$ cat src/rtl/game_ctrl_gen2_if.sv
// Control bundle between the sequence-memory game controller and its datapath/front panel.
// The driver side supplies the button and datapath status; the controller side returns enables and game state.
interface game_ctrl_gen2_if #(
    parameter int ROUNDS         = 16,
    parameter int LIVES          = 3,
    parameter int TIMEOUT_CYCLES = 250000000
);
    localparam int RW = (ROUNDS > 1) ? $clog2(ROUNDS) : 1;
    localparam int LW = $clog2(LIVES + 1);
    localparam int TW = $clog2(TIMEOUT_CYCLES);

    logic          enter;
    logic          end_FPGA;
    logic          end_User;
    logic          match;
    logic          R1;
    logic          R2;
    logic          E1;
    logic          E2;
    logic          E3;
    logic          E4;
    logic          SEL;
    logic [RW-1:0] round;
    logic [LW-1:0] lives_left;
    logic [TW-1:0] timer;
    logic          win;
    logic          lose;
    logic [2:0]    state_dbg;

    modport master (
        output enter, end_FPGA, end_User, match,
        input  R1, R2, E1, E2, E3, E4, SEL, round, lives_left, timer, win, lose, state_dbg
    );

    modport slave (
        input  enter, end_FPGA, end_User, match,
        output R1, R2, E1, E2, E3, E4, SEL, round, lives_left, timer, win, lose, state_dbg
    );
endinterface

$ cat src/rtl/game_ctrl_gen2.sv
// Second-generation sequence-memory game controller: owns round count, entry timeout,
// retry lives and the win/lose decision; all control outputs are registered Moore decodes.
module game_ctrl_gen2 #(
    parameter int ROUNDS         = 16,
    parameter int LIVES          = 3,
    parameter int TIMEOUT_CYCLES = 250000000
) (
    input logic             CLOCK,
    input logic             reset,
    game_ctrl_gen2_if.slave bus
);
    localparam int RW = (ROUNDS > 1) ? $clog2(ROUNDS) : 1;
    localparam int LW = $clog2(LIVES + 1);
    localparam int TW = $clog2(TIMEOUT_CYCLES);

    localparam logic [RW-1:0] LAST_ROUND = RW'(ROUNDS - 1);
    localparam logic [LW-1:0] FULL_LIVES = LW'(LIVES);
    localparam logic [TW-1:0] TIMER_MAX  = TW'(TIMEOUT_CYCLES - 1);

    typedef enum logic [2:0] {
        IDLE   = 3'd0,
        SETUP  = 3'd1,
        SHOW   = 3'd2,
        INPUT  = 3'd3,
        CHECK  = 3'd4,
        NEXT   = 3'd5,
        MISS   = 3'd6,
        RESULT = 3'd7
    } state_t;

    state_t        state, nxt;
    logic          enter_q, press;
    logic          won, won_n;
    logic [RW-1:0] round_q;
    logic [LW-1:0] lives_q;
    logic [TW-1:0] timer_q;
    logic [6:0]    ctl_q;
    logic          win_q, lose_q;

    // {R1, R2, E1, E2, E3, E4, SEL}
    function automatic logic [6:0] decode(state_t s);
        case (s)
            IDLE:    decode = 7'b1100000;
            SETUP:   decode = 7'b0010000;
            SHOW:    decode = 7'b0101000;
            INPUT:   decode = 7'b0000100;
            RESULT:  decode = 7'b0000011;
            default: decode = 7'b0000000;
        endcase
    endfunction

    assign press = bus.enter & ~enter_q;

    always_comb begin
        nxt   = state;
        won_n = won;
        case (state)
            IDLE: begin
                won_n = 1'b0;
                if (press) nxt = SETUP;
            end
            SETUP: nxt = SHOW;
            SHOW:  if (bus.end_FPGA) nxt = INPUT;
            INPUT: begin
                // a late entry on the final cycle still counts as on time
                if (bus.end_User)            nxt = CHECK;
                else if (timer_q == TIMER_MAX) nxt = MISS;
            end
            CHECK: begin
                won_n = bus.match && (round_q == LAST_ROUND);
                if (!bus.match)                  nxt = MISS;
                else if (round_q == LAST_ROUND)  nxt = RESULT;
                else                             nxt = NEXT;
            end
            NEXT: nxt = SHOW;
            MISS: begin
                won_n = 1'b0;
                nxt   = (lives_q == LW'(1)) ? RESULT : SHOW;
            end
            RESULT: if (press) nxt = IDLE;
            default: nxt = IDLE;
        endcase
    end

    always_ff @(posedge CLOCK) begin
        if (reset) begin
            state   <= IDLE;
            enter_q <= 1'b1;
            won     <= 1'b0;
            round_q <= '0;
            lives_q <= FULL_LIVES;
            timer_q <= '0;
            ctl_q   <= decode(IDLE);
            win_q   <= 1'b0;
            lose_q  <= 1'b0;
        end else begin
            state   <= nxt;
            enter_q <= bus.enter;
            won     <= won_n;
            ctl_q   <= decode(nxt);
            win_q   <= (nxt == RESULT) && won_n;
            lose_q  <= (nxt == RESULT) && !won_n;
            timer_q <= (state == INPUT && nxt == INPUT) ? timer_q + TW'(1) : '0;
            // counters are already fresh on the first IDLE cycle after a result
            if (nxt == IDLE) begin
                round_q <= '0;
                lives_q <= FULL_LIVES;
            end else if (state == NEXT) begin
                round_q <= round_q + RW'(1);
            end else if (state == MISS) begin
                lives_q <= lives_q - LW'(1);
            end
        end
    end

    assign {bus.R1, bus.R2, bus.E1, bus.E2, bus.E3, bus.E4, bus.SEL} = ctl_q;
    assign bus.round      = round_q;
    assign bus.lives_left = lives_q;
    assign bus.timer      = timer_q;
    assign bus.win        = win_q;
    assign bus.lose       = lose_q;
    assign bus.state_dbg  = state;
endmodule

$ cat src/flat_wrapper.sv
// flat-port wrapper written by rule: the top's interface ports become plain ports
module game_ctrl_gen2_flat 
#(
    parameter int ROUNDS         = 16,
    parameter int LIVES          = 3,
    parameter int TIMEOUT_CYCLES = 250000000
)
  (CLOCK, reset, bus_enter, bus_end_FPGA, bus_end_User, bus_match, bus_R1, bus_R2, bus_E1, bus_E2, bus_E3, bus_E4, bus_SEL, bus_round, bus_lives_left, bus_timer, bus_win, bus_lose, bus_state_dbg);
  game_ctrl_gen2_if #(.ROUNDS(ROUNDS), .LIVES(LIVES), .TIMEOUT_CYCLES(TIMEOUT_CYCLES)) bus_i ();
  input logic CLOCK;
  input logic reset;
  input wire logic [$bits(bus_i.enter)-1:0] bus_enter;
  input wire logic [$bits(bus_i.end_FPGA)-1:0] bus_end_FPGA;
  input wire logic [$bits(bus_i.end_User)-1:0] bus_end_User;
  input wire logic [$bits(bus_i.match)-1:0] bus_match;
  output wire logic [$bits(bus_i.R1)-1:0] bus_R1;
  output wire logic [$bits(bus_i.R2)-1:0] bus_R2;
  output wire logic [$bits(bus_i.E1)-1:0] bus_E1;
  output wire logic [$bits(bus_i.E2)-1:0] bus_E2;
  output wire logic [$bits(bus_i.E3)-1:0] bus_E3;
  output wire logic [$bits(bus_i.E4)-1:0] bus_E4;
  output wire logic [$bits(bus_i.SEL)-1:0] bus_SEL;
  output wire logic [$bits(bus_i.round)-1:0] bus_round;
  output wire logic [$bits(bus_i.lives_left)-1:0] bus_lives_left;
  output wire logic [$bits(bus_i.timer)-1:0] bus_timer;
  output wire logic [$bits(bus_i.win)-1:0] bus_win;
  output wire logic [$bits(bus_i.lose)-1:0] bus_lose;
  output wire logic [$bits(bus_i.state_dbg)-1:0] bus_state_dbg;
  assign bus_i.enter = bus_enter;
  assign bus_i.end_FPGA = bus_end_FPGA;
  assign bus_i.end_User = bus_end_User;
  assign bus_i.match = bus_match;
  assign bus_R1 = bus_i.R1;
  assign bus_R2 = bus_i.R2;
  assign bus_E1 = bus_i.E1;
  assign bus_E2 = bus_i.E2;
  assign bus_E3 = bus_i.E3;
  assign bus_E4 = bus_i.E4;
  assign bus_SEL = bus_i.SEL;
  assign bus_round = bus_i.round;
  assign bus_lives_left = bus_i.lives_left;
  assign bus_timer = bus_i.timer;
  assign bus_win = bus_i.win;
  assign bus_lose = bus_i.lose;
  assign bus_state_dbg = bus_i.state_dbg;
  game_ctrl_gen2 #(.ROUNDS(ROUNDS), .LIVES(LIVES), .TIMEOUT_CYCLES(TIMEOUT_CYCLES)) u_core (.CLOCK(CLOCK), .reset(reset), .bus(bus_i));
endmodule
$ cat config.mk
export PLATFORM = sky130hd
export DESIGN_NAME = game_ctrl_gen2_flat
export DESIGN_NICKNAME = d
export VERILOG_FILES = /design/src/rtl/game_ctrl_gen2_if.sv /design/src/rtl/game_ctrl_gen2.sv /design/src/flat_wrapper.sv
export SDC_FILE = /design/constraint.sdc
export NUM_CORES = 1
export LEC_CHECK = 0
export ABC_CLOCK_PERIOD_IN_PS = 3600
export CORE_MARGIN = 4
export CORE_UTILIZATION = 41
export CTS_BUF_LIST = sky130_fd_sc_hd__clkbuf_8
export DETAILED_ROUTE_END_ITERATION = 10
export DONT_BUFFER_PORTS = 1
export PLACE_DENSITY_LB_ADDON = 0.12
export SLEW_MARGIN = 20
export SYNTH_ARGS = -nofsm -noshare
export SYNTH_HDL_FRONTEND = slang
export SYNTH_SLANG_ARGS = --single-unit
$ cat constraint.sdc
create_clock -name CLOCK -period 3.6 [get_ports CLOCK]
set_clock_uncertainty 0.05 [all_clocks]
set_input_delay 0.36 -clock CLOCK [delete_from_list [all_inputs] [get_ports CLOCK]]
set_output_delay 0.36 -clock CLOCK [all_outputs]
set_load 0.005 [all_outputs]
==> impl_metrics.ini, run 1 <==
[logic_synthesis]
synthTopCellsByCount = dfxtp_1 (47), nor2_1 (46), xor2_1 (19), nand2_1 (15)
synthArstFlopShare_pct = 0
synth_cells = 238
synth_mux_area_share_pct = 0.4788
yosysTopAreaCell = dfxtp_1
synth_area_mm2 = 0.002091
postSynthAreaPerCell_um2 = 8.785
ys_warn_count = 0
synth_top_area_share_pct = 45.00
ys_top_cells_by_area = dfxtp_1 (45%), nor2_1 (8.3%), xor2_1 (8.0%)
synth_cell_type_count = 43
synthesis.nets = 247
synth-simple-area-share_pct = 29.26
synth_edf_count = 0
synth_ff_type = dfxtp_1
ys_seq_area_share_pct = 45.00
synth-seq-cells = 47
synthAdderAreaFrac_pct = 1.795
synth_xor_area_share_pct = 12.57
synth_top_family_by_area = simple AND/OR/NAND/NOR gates
post-synth-top-count-cell = dfxtp_1
synth-compound-area-share_pct = 6.583

[route]
wl_um = 4469
drt-initial-drc-count = 41
firstDrtPassIters = 4
post-route-drc-count = 0
vias = 1605
viasPerCell = 5.262
wl_per_cell_um = 14.65
postRouteAntennaNets = 0

[outcome]
status = completed

[timing]
fin_setup_tns_ns = 0
slew_violations = 0
hold_viol_final = 0
worst_slew_pin_slew_ns = 0.9744
fin_crit_sh_pct = 64.69
period_needed_ns = 2.329
setup_slack_ns = 1.271
rsz0062_at_grt = no
relSlewSlack_pct = 34.44
whs_ns = 0.08339
max_clock_freq_mhz = 429.4
setup_viol_count_final = 0

[placement]
hpwl_um = 3345
gp_congestion = 0.7614
io_buffer_count = 0
pre_cts_ws_ns = 1.245

[worst_setup_path]
critPathMaxFanout = 10
startpoint_type = flip-flop
crit_arrival_ns = 2.44
worstSetupEndpointType = flip-flop
cpPeakStageDelay_ns = 0.59
required_ns = 3.71
path_buf_inv = 0
crit_type = flip-flop to flip-flop
crit_family = simple AND/OR/NAND/NOR gates
cp_cell_sequence = ha_1, nand3_1, or4_4, o21ai_2, and2_1, nor3_1
cp_slowest_cell = or4_4

[clocking]
cts_setup_buffers = 0
htree_levels = 2
cts_root_buf = clkbuf_8
path_clk_slew_ns = 0.08
numCtsBuffers = 5
cts_tree = yes
clk_path_buf_depth = 2
hold_buffers = 0
cts_sinks = 47
ctsResizeCount = 0
clk_latency_ns = 0.29

[power]
sw_frac_of_total_pct = 20.59
power.density_mw_per_mm2 = 372.9
p_seq_share_pct = 63.8
pwr-share-clk_pct = 34.5
p_int_uw = 655.4
combPwrFrac_pct = 1.7
power.switching_uw = 169.9
irDropWorstVdd_v = 0.0001597
p_leak_uw = 0.0007031

[global_routing]
grt_max_degree = 18
first_global_vias = 1528
grt-ovfl-total = 0
grt_pass1_wl_um = 7458
antenna_found_initial = 0
grt_usage_pct = 15.08

[final_layout]
drive_above_1_share_pct = 5.882
fin_nets = 248
antenna_cells = 0
area.growth.synth_to_final_pct = 5.865

[die]
coreArea_mm2 = 0.004817
start_util_pct = 43.40
die_area_mm2 = 0.006306
die_w_um = 79.41
rows = 25
io_pins = 52
die_h_um = 79.41

[flow_run]
cap_violations = 0

[min_path]
min_path_type = primary input to flip-flop
==> layout by cell type (no fill, tap or decap), types with 2 or more instances in the layout <==
cell / synthesis / final
nand3b_1: 2 / 2
dfxtp_1: 47 / 47
a31oi_1: 2 / 2
ha_1: 3 / 3
nand4_1: 12 / 12
xor2_1: 19 / 19
and3_1: 4 / 4
nor4_1: 2 / 2
nor3_1: 7 / 7
o21ai_0: 5 / 5
o21ai_2: 1 / 2
xnor2_1: 11 / 11
nand4bb_1: 2 / 2
clkbuf_8: 0 / 5
nor3b_1: 2 / 2
buf_4: 4 / 2
nor2_1: 46 / 46
nand3_1: 12 / 12
nand2b_1: 4 / 4
nand2_1: 15 / 15
and4_1: 2 / 2
a21oi_1: 3 / 3
inv_1: 10 / 11
==> cells by family (layout without fill, tap and decap cells) <==
logic type      count (synthesis)  in the layout
flops                          47             47
compound gates                 20             20
buf+inv                        18             18
mux                             1              1
simple gates                  119            119
fa+ha+maj                       3              3
xor+xnor                       30             30
==> flip-flops by register name, summed over array words and instances, names as in the netlist <==
name and count:
u_core.bus.lives_left 2, u_core.ctl_q 6, u_core.won 1, u_core.bus.round 4
u_core.enter_q 1, u_core.bus.win 1, u_core.bus.timer 28, u_core.bus.state_dbg 3
u_core.bus.lose 1
==> power by group through the flow <==
stage	registers (µW)	clock network, µW	logic (µW)
after floorplan	537	0	15.2
after global placement	539	0	14.5
final	526	285	14.3
after global routing	527	316	16.5
after CTS	526	299	14.5
after detailed placement	539	0	14.5
==> layout make-up <==
| type | count | area, µm² |
|---|---|---|
| clock inverter | 1 | 3.754 |
| sequential | 47 | 940.9 |
| timing repair buffer | 2 | 15.01 |
| inverter | 10 | 37.54 |
| multi-input combinational | 173 | 1064 |
| clock buffer | 5 | 68.82 |
| tap | 67 | 83.83 |
| fill | 504 | 2604 |
==> stage by stage <==
step | power, µW | instances | util, % | cell area (µm²)
floorplan | 551.8 | 238 | - | 2091
global placement | 553.3 | 299 | 44.44 | 2141
detailed placement | 553.3 | 299 | 44.44 | 2141
CTS | 840.1 | 305 | 45.95 | 2213
global route | 859.3 | 305 | 45.95 | 2213
finish | 825.4 | 305 | 45.95 | 2213
==> routing by layer <==
metal	part of all wire [%]	up-vias	wire length (µm)	global-route usage [%]
met2	49	34	2189	26.60
met1	43	752	1915	16.75
met5	0	-	0	0
li1	-	815	-	-
met4	1.1	0	48	4.811
met3	7.1	4	316	5.530
==> path summary, 6_finish.rpt <==
| path | startpoint | to | cells past startpoint | slack (ns) |
|---|---|---|---|---|
| setup / recovery | u_core.bus.timer[0] | u_core.ctl_q[2] | 6 | 1.27 |
| hold reg to reg | u_core.bus.timer[0] | u_core.bus.timer[0] | 1 | 0.45 |
| hold / removal | reset | u_core.bus.state_dbg[2] | 1 | 0.08 |
| setup reg to reg | u_core.bus.timer[0] | u_core.ctl_q[2] | 6 | 1.27 |
Power figures use the tool's default switching activity.
==> inputs of run 2 (changes only) <==
--- a/config.mk
+++ b/config.mk
@@ -5,7 +5,7 @@
 export SDC_FILE = /design/constraint.sdc
 export NUM_CORES = 1
 export LEC_CHECK = 0
-export ABC_CLOCK_PERIOD_IN_PS = 3600
+export ABC_CLOCK_PERIOD_IN_PS = 2200
 export CORE_MARGIN = 4
 export CORE_UTILIZATION = 41
 export CTS_BUF_LIST = sky130_fd_sc_hd__clkbuf_8
==> constraint.sdc (replaced) <==
create_clock -name CLOCK -period 2.2 [get_ports CLOCK]
set_clock_uncertainty 0.05 [all_clocks]
set_input_delay 0.22 -clock CLOCK [delete_from_list [all_inputs] [get_ports CLOCK]]
set_output_delay 0.22 -clock CLOCK [all_outputs]
set_load 0.005 [all_outputs]
==> impl_metrics.ini, run 2 (same netlist as run 1, synthesis figures left out) <==
[timing]
setup_viol_count_final = 0
rsz0062_at_grt = no
period_needed_ns = 2.094
relSlewSlack_pct = 63.14
slew_violations = 0
fin_setup_tns_ns = 0
worst_slew_pin_slew_ns = 0.5521
whs_ns = 0.09955
hold_viol_final = 0
fin_crit_sh_pct = 95.18
max_clock_freq_mhz = 477.5

[clocking]
cts_sinks = 47
cts_tree = yes
numCtsBuffers = 5
clk_path_buf_depth = 2
clk_latency_ns = 0.28
path_clk_slew_ns = 0.08
htree_levels = 2
cts_setup_buffers = 0
cts_root_buf = clkbuf_8

[global_routing]
grt_pass1_wl_um = 7610
antenna_found_initial = 0
grt_max_degree = 18
grt-ovfl-total = 0
first_global_vias = 1564
grt_usage_pct = 15.41

[placement]
placed_cells = 324
hpwl_um = 3508
io_buffer_count = 0
gp_congestion = 0.7708

[worst_setup_path]
crit_arrival_ns = 2.24
critPathMaxFanout = 4
crit_family = simple AND/OR/NAND/NOR gates
r2r_end = u_core.bus.lose
required_ns = 2.35
cpPeakStageDelay_ns = 0.56
cp_cell_sequence = or4b_1, or4_4, o21ai_2, a31oi_1, nor4b_2
worstSetupEndpointType = flip-flop
cp_slowest_cell = or4_4
startpoint_type = flip-flop
r2r_cells = 5
crit_type = flip-flop to flip-flop
reg2reg_slack_ns = 0.11
path_buf_inv = 0
reg2reg_from = u_core.bus.timer[10]

[final_layout]
drive_above_1_share_pct = 14.72
final_cell_mix = dfxtp_1 (47), nor2_1 (46), buf_4 (27), xor2_1 (19), nand2_1 (15)
largest_register_ffs = 28
final_common_cell = dfxtp_1
antenna_cells = 0
fin_cells = 332
area.growth.synth_to_final_pct = 15.80
fillers = 492
fin_nets = 275

[route]
wl_um = 4621
drt-initial-drc-count = 27
post-route-drc-count = 0
wl_per_cell_um = 13.92
firstDrtPassIters = 4
postRouteAntennaNets = 0
viasPerCell = 5.057
vias = 1679

[die]
start_util_pct = 43.40
die_area_mm2 = 0.006306
rows = 25
die_w_um = 79.41
coreArea_mm2 = 0.004817
die_h_um = 79.41
io_pins = 52

[min_path]
holdPathStages = 2
min_path_type = primary input to flip-flop
min_to = u_core.ctl_q[5]
holdCritStartpoint = reset

[power]
p_leak_uw = 0.0008441
irDropWorstVdd_v = 0.0003117
power.density_mw_per_mm2 = 556.1

[flow_run]
cap_violations = 0

[outcome]
status = completed
==> run 2: changes by cell type in the layout (fill, tap and decap cells not counted) <==
cell / delta
dlygate4sd3_1: +2
buf_4: +25
==> run 2: final cells by class <==
cell class	count	area (µm²)	area share, %
Tap cell	67	83.83	3.463
Clock buffer	5	68.82	2.842
Sequential cell	47	940.9	38.86
Clock inverter	1	3.754	0.1550
Multi-Input combinational cell	173	1064	43.93
Timing Repair Buffer	29	222.7	9.199
Inverter	10	37.54	1.550
==> run 2: worst max-delay path by stage <==
stage / startpoint / endpoint / slack, ns / cells after the start
global placement: u_core.bus.timer[10] / u_core.bus.lose / 0.16 / 5
CTS: u_core.bus.timer[10] / u_core.bus.lose / 0.1 / 5
floorplan: u_core.bus.timer[10] / u_core.bus.timer[4] / 0.15 / 6
detailed placement: u_core.bus.timer[10] / u_core.bus.lose / 0.11 / 5
global route: u_core.bus.timer[1] / u_core.bus.lose / 0.01 / 6
finish: u_core.bus.timer[10] / u_core.bus.lose / 0.11 / 5
==> run 2: routing by layer <==
layer	routed length [µm]	up-vias	global-route usage (%)	share of wire (%)
met5	0	-	0	0
met4	66	0	6.357	1.4
met3	312	6	4.515	6.8
met2	2262	44	26.18	49
met1	1980	761	18.11	43
li1	-	868	-	-
==> run 2: what timing repair did <==
item,4_1_cts,5_1_grt
hold buffers,2,0
gates resized for setup,0,0
endpoints found under the hold margin,5,0
==> run 2: through the flow <==
stage               instance area, µm²  power, µW  utilization (%)  setup slack, ns
finish                            2421       1346            50.26           0.1060
CTS                               2421       1380            50.26          0.09614
detailed placement                2328      908.3            48.34           0.1130
global placement                  2328      908.4            48.34           0.1562
floorplan                         2091      902.9                -           0.1485
global route                      2421       1414            50.26          0.01109
==> run 2: power by group <==
part	total [µW]	switching [µW]	leakage [µW]	internal, µW
Sequential	861	6.39	0.000379	855
Clock	454	247	0.0000413	207
Combinational	31.2	16.2	0.000424	15.0
